**src/rtl/vga_sync_if.sv**
```systemverilog
// Video input bus from a VGA timing source: active-low syncs plus 3-3-2 RGB.
`timescale 1ns/1ps
interface vga_sync_if;
  logic       hsync;
  logic       vsync;
  logic [2:0] red;
  logic [2:0] green;
  logic [1:0] blue;

  modport master (output hsync, vsync, red, green, blue);
  modport slave  (input  hsync, vsync, red, green, blue);
endinterface

```
**src/rtl/vga_sync_receiver.sv**
```systemverilog
// VGA sink: recovers position from hsync/vsync, checks line/frame timing against nominal,
// locks after consecutive good frames and then streams active pixels with coordinates.
`timescale 1ns/1ps
module vga_sync_receiver #(
  parameter int HPIXELS     = 800,
  parameter int VLINES      = 521,
  parameter int HPULSE      = 96,
  parameter int VPULSE      = 2,
  parameter int HBP         = 144,
  parameter int HFP         = 784,
  parameter int VBP         = 31,
  parameter int VFP         = 511,
  parameter int LOCK_FRAMES = 2
) (
  input  logic       dclk,
  input  logic       clr,
  vga_sync_if.slave  vid,
  output logic       px_valid,
  output logic [9:0] px_x,
  output logic [9:0] px_y,
  output logic [7:0] px_data,
  output logic       locked,
  output logic [9:0] line_len,
  output logic [9:0] frame_lines,
  output logic       err,
  output logic [7:0] err_count
);

  localparam int GW = (LOCK_FRAMES < 1) ? 1 : $clog2(LOCK_FRAMES + 1);

  typedef enum logic [1:0] {SEARCH = 2'd0, MEASURE = 2'd1, LOCKED = 2'd2} state_t;

  function automatic logic [9:0] sat_inc10(input logic [9:0] v);
    return (v == 10'h3FF) ? v : v + 10'd1;
  endfunction

  function automatic logic [7:0] sat_inc8(input logic [7:0] v);
    return (v == 8'hFF) ? v : v + 8'd1;
  endfunction

  state_t          state_q, state_d;
  logic [GW-1:0]   good_cnt_q, good_cnt_d;
  logic            frame_bad_q, frame_bad_d;
  logic            s1_hs_q, s1_hs_d;
  logic [7:0]      s1_rgb_q, s1_rgb_d;
  logic [9:0]      rx_hc_q, rx_hc_d;
  logic [9:0]      rx_vc_q, rx_vc_d;
  logic            vs_line_q, vs_line_d;
  logic [9:0]      line_len_q, line_len_d;
  logic [9:0]      frame_lines_q, frame_lines_d;
  logic            err_q, err_d;
  logic [7:0]      err_count_q, err_count_d;
  logic            locked_q, locked_d;
  logic            px_valid_q, px_valid_d;
  logic [9:0]      px_x_q, px_x_d;
  logic [9:0]      px_y_q, px_y_d;
  logic [7:0]      px_data_q, px_data_d;

  logic            hs_fall, hs_rise, vs_fall, vs_end;
  logic [10:0]     hc_p1, vc_p1;
  logic            any_fail, watchdog;

  // Edge detection compares the raw input against the s1 copy, so rx_hc tracks s1.
  always_comb begin
    hs_fall  = s1_hs_q && !vid.hsync;
    hs_rise  = !s1_hs_q && vid.hsync;
    vs_fall  = hs_fall && !vid.vsync && vs_line_q;
    vs_end   = hs_fall && vid.vsync && !vs_line_q;
    hc_p1    = {1'b0, rx_hc_q} + 11'd1;
    vc_p1    = {1'b0, rx_vc_q} + 11'd1;
    any_fail = (hs_fall && (hc_p1 != 11'(HPIXELS)))
             | (hs_rise && (hc_p1 != 11'(HPULSE)))
             | (vs_end  && (vc_p1 != 11'(VPULSE)))
             | (vs_fall && (vc_p1 != 11'(VLINES)));
    watchdog = (rx_hc_q == 10'h3FF) || (rx_vc_q == 10'h3FF);
  end

  always_comb begin
    s1_hs_d       = vid.hsync;
    s1_rgb_d      = {vid.red, vid.green, vid.blue};
    rx_hc_d       = hs_fall ? 10'd0 : sat_inc10(rx_hc_q);
    rx_vc_d       = rx_vc_q;
    vs_line_d     = vs_line_q;
    line_len_d    = line_len_q;
    frame_lines_d = frame_lines_q;
    if (hs_fall) begin
      rx_vc_d    = vs_fall ? 10'd0 : sat_inc10(rx_vc_q);
      vs_line_d  = vid.vsync;
      line_len_d = hc_p1[9:0];
    end
    if (vs_fall) frame_lines_d = vc_p1[9:0];
  end

  // Lock FSM; the watchdog overrides everything and only reports when it breaks a lock.
  always_comb begin
    state_d     = state_q;
    good_cnt_d  = good_cnt_q;
    frame_bad_d = frame_bad_q | any_fail;
    err_d       = 1'b0;
    if (watchdog) begin
      state_d    = SEARCH;
      good_cnt_d = '0;
      err_d      = (state_q == LOCKED);
    end else begin
      case (state_q)
        SEARCH: begin
          if (vs_fall) begin
            state_d     = MEASURE;
            good_cnt_d  = '0;
            frame_bad_d = 1'b0;
          end
        end
        MEASURE: begin
          if (vs_fall) begin
            frame_bad_d = 1'b0;
            if (!frame_bad_q && !any_fail) begin
              good_cnt_d = good_cnt_q + GW'(1);
              if (good_cnt_d == GW'(LOCK_FRAMES)) state_d = LOCKED;
            end else begin
              good_cnt_d = '0;
            end
          end
        end
        LOCKED: begin
          if (vs_fall) frame_bad_d = 1'b0;
          if (any_fail) begin
            err_d      = 1'b1;
            state_d    = MEASURE;
            good_cnt_d = '0;
          end
        end
        default: state_d = SEARCH;
      endcase
    end
    err_count_d = err_d ? sat_inc8(err_count_q) : err_count_q;
    locked_d    = (state_d == LOCKED);
  end

  always_comb begin
    px_valid_d = (state_q == LOCKED)
              && (rx_hc_q >= 10'(HBP)) && (rx_hc_q < 10'(HFP))
              && (rx_vc_q >= 10'(VBP)) && (rx_vc_q < 10'(VFP));
    px_x_d     = px_x_q;
    px_y_d     = px_y_q;
    px_data_d  = px_data_q;
    if (px_valid_d) begin
      px_x_d    = rx_hc_q - 10'(HBP);
      px_y_d    = rx_vc_q - 10'(VBP);
      px_data_d = s1_rgb_q;
    end
  end

  always_ff @(posedge dclk or posedge clr) begin
    if (clr) begin
      state_q       <= SEARCH;
      good_cnt_q    <= '0;
      frame_bad_q   <= 1'b0;
      s1_hs_q       <= 1'b0;
      s1_rgb_q      <= '0;
      rx_hc_q       <= '0;
      rx_vc_q       <= '0;
      vs_line_q     <= 1'b0;
      line_len_q    <= '0;
      frame_lines_q <= '0;
      err_q         <= 1'b0;
      err_count_q   <= '0;
      locked_q      <= 1'b0;
      px_valid_q    <= 1'b0;
      px_x_q        <= '0;
      px_y_q        <= '0;
      px_data_q     <= '0;
    end else begin
      state_q       <= state_d;
      good_cnt_q    <= good_cnt_d;
      frame_bad_q   <= frame_bad_d;
      s1_hs_q       <= s1_hs_d;
      s1_rgb_q      <= s1_rgb_d;
      rx_hc_q       <= rx_hc_d;
      rx_vc_q       <= rx_vc_d;
      vs_line_q     <= vs_line_d;
      line_len_q    <= line_len_d;
      frame_lines_q <= frame_lines_d;
      err_q         <= err_d;
      err_count_q   <= err_count_d;
      locked_q      <= locked_d;
      px_valid_q    <= px_valid_d;
      px_x_q        <= px_x_d;
      px_y_q        <= px_y_d;
      px_data_q     <= px_data_d;
    end
  end

  assign px_valid    = px_valid_q;
  assign px_x        = px_x_q;
  assign px_y        = px_y_q;
  assign px_data     = px_data_q;
  assign locked      = locked_q;
  assign line_len    = line_len_q;
  assign frame_lines = frame_lines_q;
  assign err         = err_q;
  assign err_count   = err_count_q;

endmodule

```
**src/flat_wrapper.sv**
```systemverilog
// flat-port wrapper written by rule: the top's interface ports become plain ports
module vga_sync_receiver_flat 
#(
  parameter int HPIXELS     = 800,
  parameter int VLINES      = 521,
  parameter int HPULSE      = 96,
  parameter int VPULSE      = 2,
  parameter int HBP         = 144,
  parameter int HFP         = 784,
  parameter int VBP         = 31,
  parameter int VFP         = 511,
  parameter int LOCK_FRAMES = 2
)
  (dclk, clr, px_valid, px_x, px_y, px_data, locked, line_len, frame_lines, err, err_count, vid_hsync, vid_vsync, vid_red, vid_green, vid_blue);
  vga_sync_if vid_i ();
  input  logic dclk;
  input  logic clr;
  output logic px_valid;
  output logic [9:0] px_x;
  output logic [9:0] px_y;
  output logic [7:0] px_data;
  output logic locked;
  output logic [9:0] line_len;
  output logic [9:0] frame_lines;
  output logic err;
  output logic [7:0] err_count;
  input wire logic [$bits(vid_i.hsync)-1:0] vid_hsync;
  input wire logic [$bits(vid_i.vsync)-1:0] vid_vsync;
  input wire logic [$bits(vid_i.red)-1:0] vid_red;
  input wire logic [$bits(vid_i.green)-1:0] vid_green;
  input wire logic [$bits(vid_i.blue)-1:0] vid_blue;
  assign vid_i.hsync = vid_hsync;
  assign vid_i.vsync = vid_vsync;
  assign vid_i.red = vid_red;
  assign vid_i.green = vid_green;
  assign vid_i.blue = vid_blue;
  vga_sync_receiver #(.HPIXELS(HPIXELS), .VLINES(VLINES), .HPULSE(HPULSE), .VPULSE(VPULSE), .HBP(HBP), .HFP(HFP), .VBP(VBP), .VFP(VFP), .LOCK_FRAMES(LOCK_FRAMES)) u_core (.dclk(dclk), .clr(clr), .vid(vid_i), .px_valid(px_valid), .px_x(px_x), .px_y(px_y), .px_data(px_data), .locked(locked), .line_len(line_len), .frame_lines(frame_lines), .err(err), .err_count(err_count));
endmodule
```
**config.mk**
```make
export PLATFORM = sky130hd
export DESIGN_NAME = vga_sync_receiver_flat
export DESIGN_NICKNAME = d
export VERILOG_FILES = /design/src/rtl/vga_sync_if.sv /design/src/rtl/vga_sync_receiver.sv /design/src/flat_wrapper.sv
export SDC_FILE = /design/constraint.sdc
export NUM_CORES = 1
export LEC_CHECK = 0
export CAP_MARGIN = 10
export CORE_MARGIN = 4
export CORE_UTILIZATION = 45
export DETAILED_ROUTE_END_ITERATION = 7
export MAX_ROUTING_LAYER = met4
export PLACE_DENSITY_LB_ADDON = 0.2
export SLEW_MARGIN = 25
export SYNTH_ARGS = -nofsm -noshare
export SYNTH_HDL_FRONTEND = slang
export SYNTH_SLANG_ARGS = --single-unit
```
**constraint.sdc**
```tcl
create_clock -name dclk -period 3.75 [get_ports dclk]
set_input_delay 0.375 -clock dclk [delete_from_list [all_inputs] [get_ports dclk]]
set_output_delay 0.375 -clock dclk [all_outputs]
set_load 0.005 [all_outputs]
```
# Word-level counts from Yosys, hierarchy flattened
# Cells that the tools add are included.
# classes
add_sub_neg	8
n_mul	0
n_div	0
n_lt_le_gt_ge	4
n_eq_ne	16
n_shift	0
muxes	23
bitwise_logic	5
reduce_logical	28
# op_table
operator	count
2-to-1 mux 10 bit	4
adder 10 x 1 -> 11 bit, second input constant	2
2-to-1 mux 2 bit	11
!= test 11 x 10 -> 1 bit, second input constant	2
adder 10 x 1 -> 10 bit, second input constant	2
equality test 10 bit, second input constant	2
logical AND 1 bit	15
one-hot mux 2 bit (3 select lines)	2
!= test 11 x 2 -> 1 bit, second input constant	1
!= test 11 x 7 -> 1 bit, second input constant	1
greater-or-equal comparator 10 x 5 -> 1 bit, second input constant	1
greater-or-equal comparator 10 x 8 -> 1 bit, second input constant	1
< comparator 10 bit, second input constant	1
< comparator 10 x 9 -> 1 bit, second input constant	1
subtractor 10 x 5 -> 10 bit, second input constant	1
subtractor 10 x 8 -> 10 bit, second input constant	1
!= test 3 x 1 -> 1 bit, second input constant	3
adder 8 x 1 -> 8 bit, second input constant	1
equality test 8 bit, second input constant	1
equality test 2 bit, second input constant	3
logical NOT 1 bit	6
2-to-1 mux 1 bit	6
!= test 2 x 1 -> 1 bit, second input constant	2
OR 1 bit	4
other kinds (9)	10
# word_totals
regBits	94
latch_bits	0
ramBits	0
romBits	0
out_inout_bits	59
elab_cells	101
mem_count	0

# Logic depth before layout (Yosys ltp)
# depth
depth_word	14
mapped_depth	11
mapped_depth_nobuf	10

# Worst setup path before layout
# OpenSTA, ideal clock, no wires.
# synth_path
path_type	flip-flop to flip-flop
from	reg u_core.rx_vc_q[0]
to	reg u_core.err_count_q[1] (netlist: u_core.err_count[1])
setup_ns	0.125
arrival_ns	2.268
required_time_ns	3.625
path_slack_ns	1.357
path_stages_with_launch	11
period_less_slack_ns	2.393
path_cell_list	dfrtp_1 ha_1 and4_1 buf_2 a21oi_1 and4b_1 nand2_1 a21oi_1 nand3b_4 and3_4 mux2_4
# synth_via
elab_chain_cells	9
word_cells_on_any_way	13
# synth_rtl
item	line_no	source
start, declared	vga_sync_receiver.sv:47	logic [9:0] rx_vc_q, rx_vc_d;
start signal, assigned	vga_sync_receiver.sv:179	rx_vc_q <= rx_vc_d;
adder 10 x 1 -> 11 bit	vga_sync_receiver.sv:70	vc_p1 = {1'b0, rx_vc_q} + 11'd1;
!= test 11 x 2 -> 1 bit	vga_sync_receiver.sv:73	| (vs_end && (vc_p1 != 11'(VPULSE)))
logical AND 1 bit	vga_sync_receiver.sv:73	
OR 1 bit	vga_sync_receiver.sv:73	
OR 1 bit	vga_sync_receiver.sv:74	| (vs_fall && (vc_p1 != 11'(VLINES)));
2-to-1 mux 1 bit	vga_sync_receiver.sv:126	if (any_fail) begin
2-to-1 mux 1 bit	vga_sync_receiver.sv:105	case (state_q)
2-to-1 mux 1 bit *	vga_sync_receiver.sv:100	if (watchdog) begin
AND reduction 2 bit (no line) *	--	
end signal, assigned	vga_sync_receiver.sv:184	err_count_q <= err_count_d;
end, declared	vga_sync_receiver.sv:52	logic [7:0] err_count_q, err_count_d;
# Every way passes the cells marked *; elsewhere a longest branch is shown, timed or not.
# A chain may end at the register's enable or synchronous reset.

# Worst setup path in the final report
# Same ends and word-level chain as after synthesis.

==> parameters.txt <==
Parameter                              Value

Finish
  Area delta synth->final ... 22.4%
  Most frequent standard cell in the layout excluding fill and tap cells ... dfrtp_1
  Antenna diode instance count ... 0
  Layout cells sized above 1 ... 0.0766
  Commonest non-fill, non-tap cells in the layout ... dfrtp_1, nand2_1, clkdlybuf4s50_1, o21ai_0, xnor2_1
  Final layout net count ... about 530
  Final non-filler cell area ... 5390 µm²

Synth
  Count of mapped cells out of synthesis ... 444
  Synthesized area per cell ... 9.91 µm²
  Netlist area before placement ... 4400 µm²
  Share of the synthesized area in the top cell type ... 0.535
  Largest area contributor in the netlist ... dfrtp_1
  Sequential element share of the synthesized area ... 0.535
  Number of flops mapped to enable cells by yosys ... 0
  Number of different library cells in the post-synthesis netlist ... 55
  Primary flip-flop cell chosen by synthesis mapping ... dfrtp_1
  Async set or reset register ratio after synthesis ... 1.00
  Syn. warnings ... 0
  Nets in the synthesized netlist ... 466
  Ranking of synthesized cells by area ... dfrtp_1, nand2_1, o21ai_0
  Number of synthesized register bits ... 94

Hold path
  Worst hold path stage count ... 1
  Min-Delay Startpoint ... vid_red[0]
  Hold-critical path endpoint ... u_core.s1_rgb_q[5]
  Kind of path behind the tightest hold check ... input pin to flop

Pwr
  Static leakage ... roughly 0.0024 µW
  Overall power ... 2080 µW
  Maximum vdd drop ... about 0.23 mV
  Power Dens Cells ... 386 nW/µm²

Critical path
  Depth of the worst register-to-register path ... 9
  Arrival @ worst endpoint ... 3.11 ns
  CP required ... approximately 4 ns
  Startpoint of the worst setup timing path ... u_core.rx_vc_q[0]
  Terminus of the critical flop-to-flop path ... u_core.err_count[1]
  CP Launch Type ... flop
  Path type of the worst setup path ... flop to flop
  R2R setup slack ... 0.89 ns
  Worst reg2reg path startpoint ... u_core.rx_vc_q[0]
  Worst setup EP type ... flop
  Critical path fanouts, max ... 14

Place
  Hpwl dp ... roughly 6400 µm
  Count of input and output buffers ... 70
  Worst slack after detailed placement ... 0.969 ns
  Placed inst area ... 5190 µm²
  Routability cong. ... 0.866

Global routing
  Overall Global Routing Usage ... 0.173
  Pin count of the biggest net entering global routing ... a little under 50
  Wire length of the first global-routing pass ... 15600 µm
  Antenna violations before repair ... 0
  Vias in the first global route ... 3213
  Overflow after GRT ... 0

Clock tree
  TritonCTS clock tree ... yes
  Clock tree root buffer cell ... clkbuf_8
  CTS Hold Bufs ... 0
  Number of buffers on the longest clock path ... 2
  Maximum level of the CTS H-tree ... 3
  TritonCTS Buffers ... 9
  Post-CTS setup-driven buffer insertion count ... 0
  Resized Gates After CTS ... 0
  Insertion delay of the later-clocked pin in the worst-skew pair ... 0.36 ns
  Number of sinks driven by the clock tree ... between 90 and 100
  Clock transition at the registers of the reported paths ... 0.10 ns

Floorplanning
  Die Height ... 107 µm
  Standard cell core area ... ~9400 µm²
  Die footprint ... 11400 µm²
  Die boundary width ... 107 µm
  Starting density of the core ... 0.469
  Number of rows created at floorplan ... 35
  Num ports ... 71

Timing
  Highest clock frequency the design can meet ... 350 MHz
  Transition time at the pin with the least slew margin ... 0.814 ns
  Total Neg Setup Slack ... 0 ns
  Relative slew margins ... 0.457
  Total count of hold-check failures in the final report ... 0
  Setup repair after global routing missed its margin ... no
  Final setup slack of the worst path ... 0.891 ns
  Count of final setup violators ... 0
  Clock period minus final worst setup slack ... about 2.9 ns
  Final-layout worst hold slack ... 0.442 ns
  Ratio of final minimum period to clock period ... 0.762
  Final worst clock skew ... 0.0123 ns
  Final number of max-transition violations ... 0

Routing
  DRC marker count from the first detailed-route iteration ... 130
  Detail Route Antenna Nets ... 0
  Vias per std cell ... 5.19
  Vias ... between 3k and 4k
  DRT Pass-1 Iters ... 4
  DRC violation count after routing ... 0
  Detail-routed net length per standard cell ... 14.3 µm
  Post-detailed-routing wire length ... around 9100 µm

Status
  Outcome ... complete, no violations

Run
  Number of maximum-capacitance constraint violations ... 0
[worst max-delay path by stage]
stage | to | cells past startpoint | slack (ns)
after floorplan | u_core.err | 1 | 0.93
after global placement | u_core.err_count[1] | 9 | 1.07
after detailed placement | u_core.err_count[1] | 9 | 0.97
after CTS | u_core.err_count[1] | 9 | 0.95
after global routing | u_core.err_count[1] | 9 | 0.71
final | u_core.err_count[1] | 9 | 0.89
[cells in the mapped netlist, types with 2 or more instances]
master / count
and4b_1: 2
clkbuf_1: 14
and2_1: 4
nor2_1: 20
a21oi_1: 17
inv_2: 2
o31ai_2: 2
nand4b_1: 2
a21o_1: 2
and4_1: 4
o31ai_1: 5
nor2b_1: 9
ha_1: 10
nand2_1: 81
xor2_1: 10
nand3_1: 12
dfrtp_1: 94
nand4_1: 6
nand2b_1: 7
a31oi_1: 3
nor3b_1: 3
nor3_1: 3
buf_2: 11
and3_1: 6
a211oi_1: 3
xnor2_1: 21
inv_1: 9
mux2_2: 3
o21ai_0: 53
[cells by family (layout without fill, tap and decap cells)]
family | after synthesis | count (layout) | share of synthesized area
and+or+nand+nor | 169 | 169 | 0.191
AOI/OAI and AO/OA | 97 | 97 | 0.133
DFF | 94 | 94 | 0.535
buffers and inverters | 38 | 103 | 0.0375
xor gates and xnor gates | 31 | 31 | 0.0617
adders and majority gates | 10 | 10 | 0.0284
muxes | 5 | 5 | 0.0134
[sequential cells by signal (all words and copies together) (netlist names)]
name	count
u_core.frame_lines	10
u_core.line_len	10
u_core.px_x	10
u_core.px_y	10
u_core.rx_hc_q	10
u_core.rx_vc_q	10
u_core.err_count	8
u_core.px_data	8
u_core.s1_rgb_q	8
u_core.good_cnt_q	2
u_core.state_q	2
u_core.err	1
u_core.frame_bad_q	1
u_core.locked	1
u_core.px_valid	1
u_core.s1_hs_q	1
u_core.vs_line_q	1
[power breakdown]
| part | internal [µW] | leakage, µW | total [µW] | switching [µW] |
|---|---|---|---|---|
| Clock | 256 | 0.0000907 | 650 | 394 |
| Sequential | 1080 | 0.00127 | 1160 | 77.6 |
| Combinational | 136 | 0.000997 | 274 | 138 |
[layout make-up]
cell class	instances	area, µm²
Sequential cell	94	2350
Fill cell	864	3990
Timing Repair Buffer	76	746
Clock buffer	9	124
Tap cell	129	161
Inverter	11	42.5
Clock inverter	7	68.8
Multi-Input combinational cell	312	1890
[critical path, stage by stage, from the launching register on]
cell and delay [ns]:
dfrtp_1 0.50, ha_1 0.32, and4_1 0.48, nand3_1 0.19, o2bb2ai_1 0.18, nand4b_1 0.10
o21bai_1 0.28, nand3b_4 0.21, and3_4 0.21, mux2_4 0.28
[metal layers]
layer / wire length, µm / up-vias / GRT usage
met5: 0 / - / -
met4: 91 / 0 / 0.0475
met1: 4390 / 1600 / 0.248
li1: - / 1630 / -
met3: 386 / 7 / 0.0289
met2: 4240 / 74 / 0.257
[per-stage QoR]
stage,utilization,std cells
6_report,0.575,638
5_1_grt,0.575,638
4_1_cts,0.575,638
3_3_place_gp,0.554,622
2_1_floorplan,-,444
3_5_place_dp,0.554,622
Note: power is estimated with default switching activity, not from simulation.
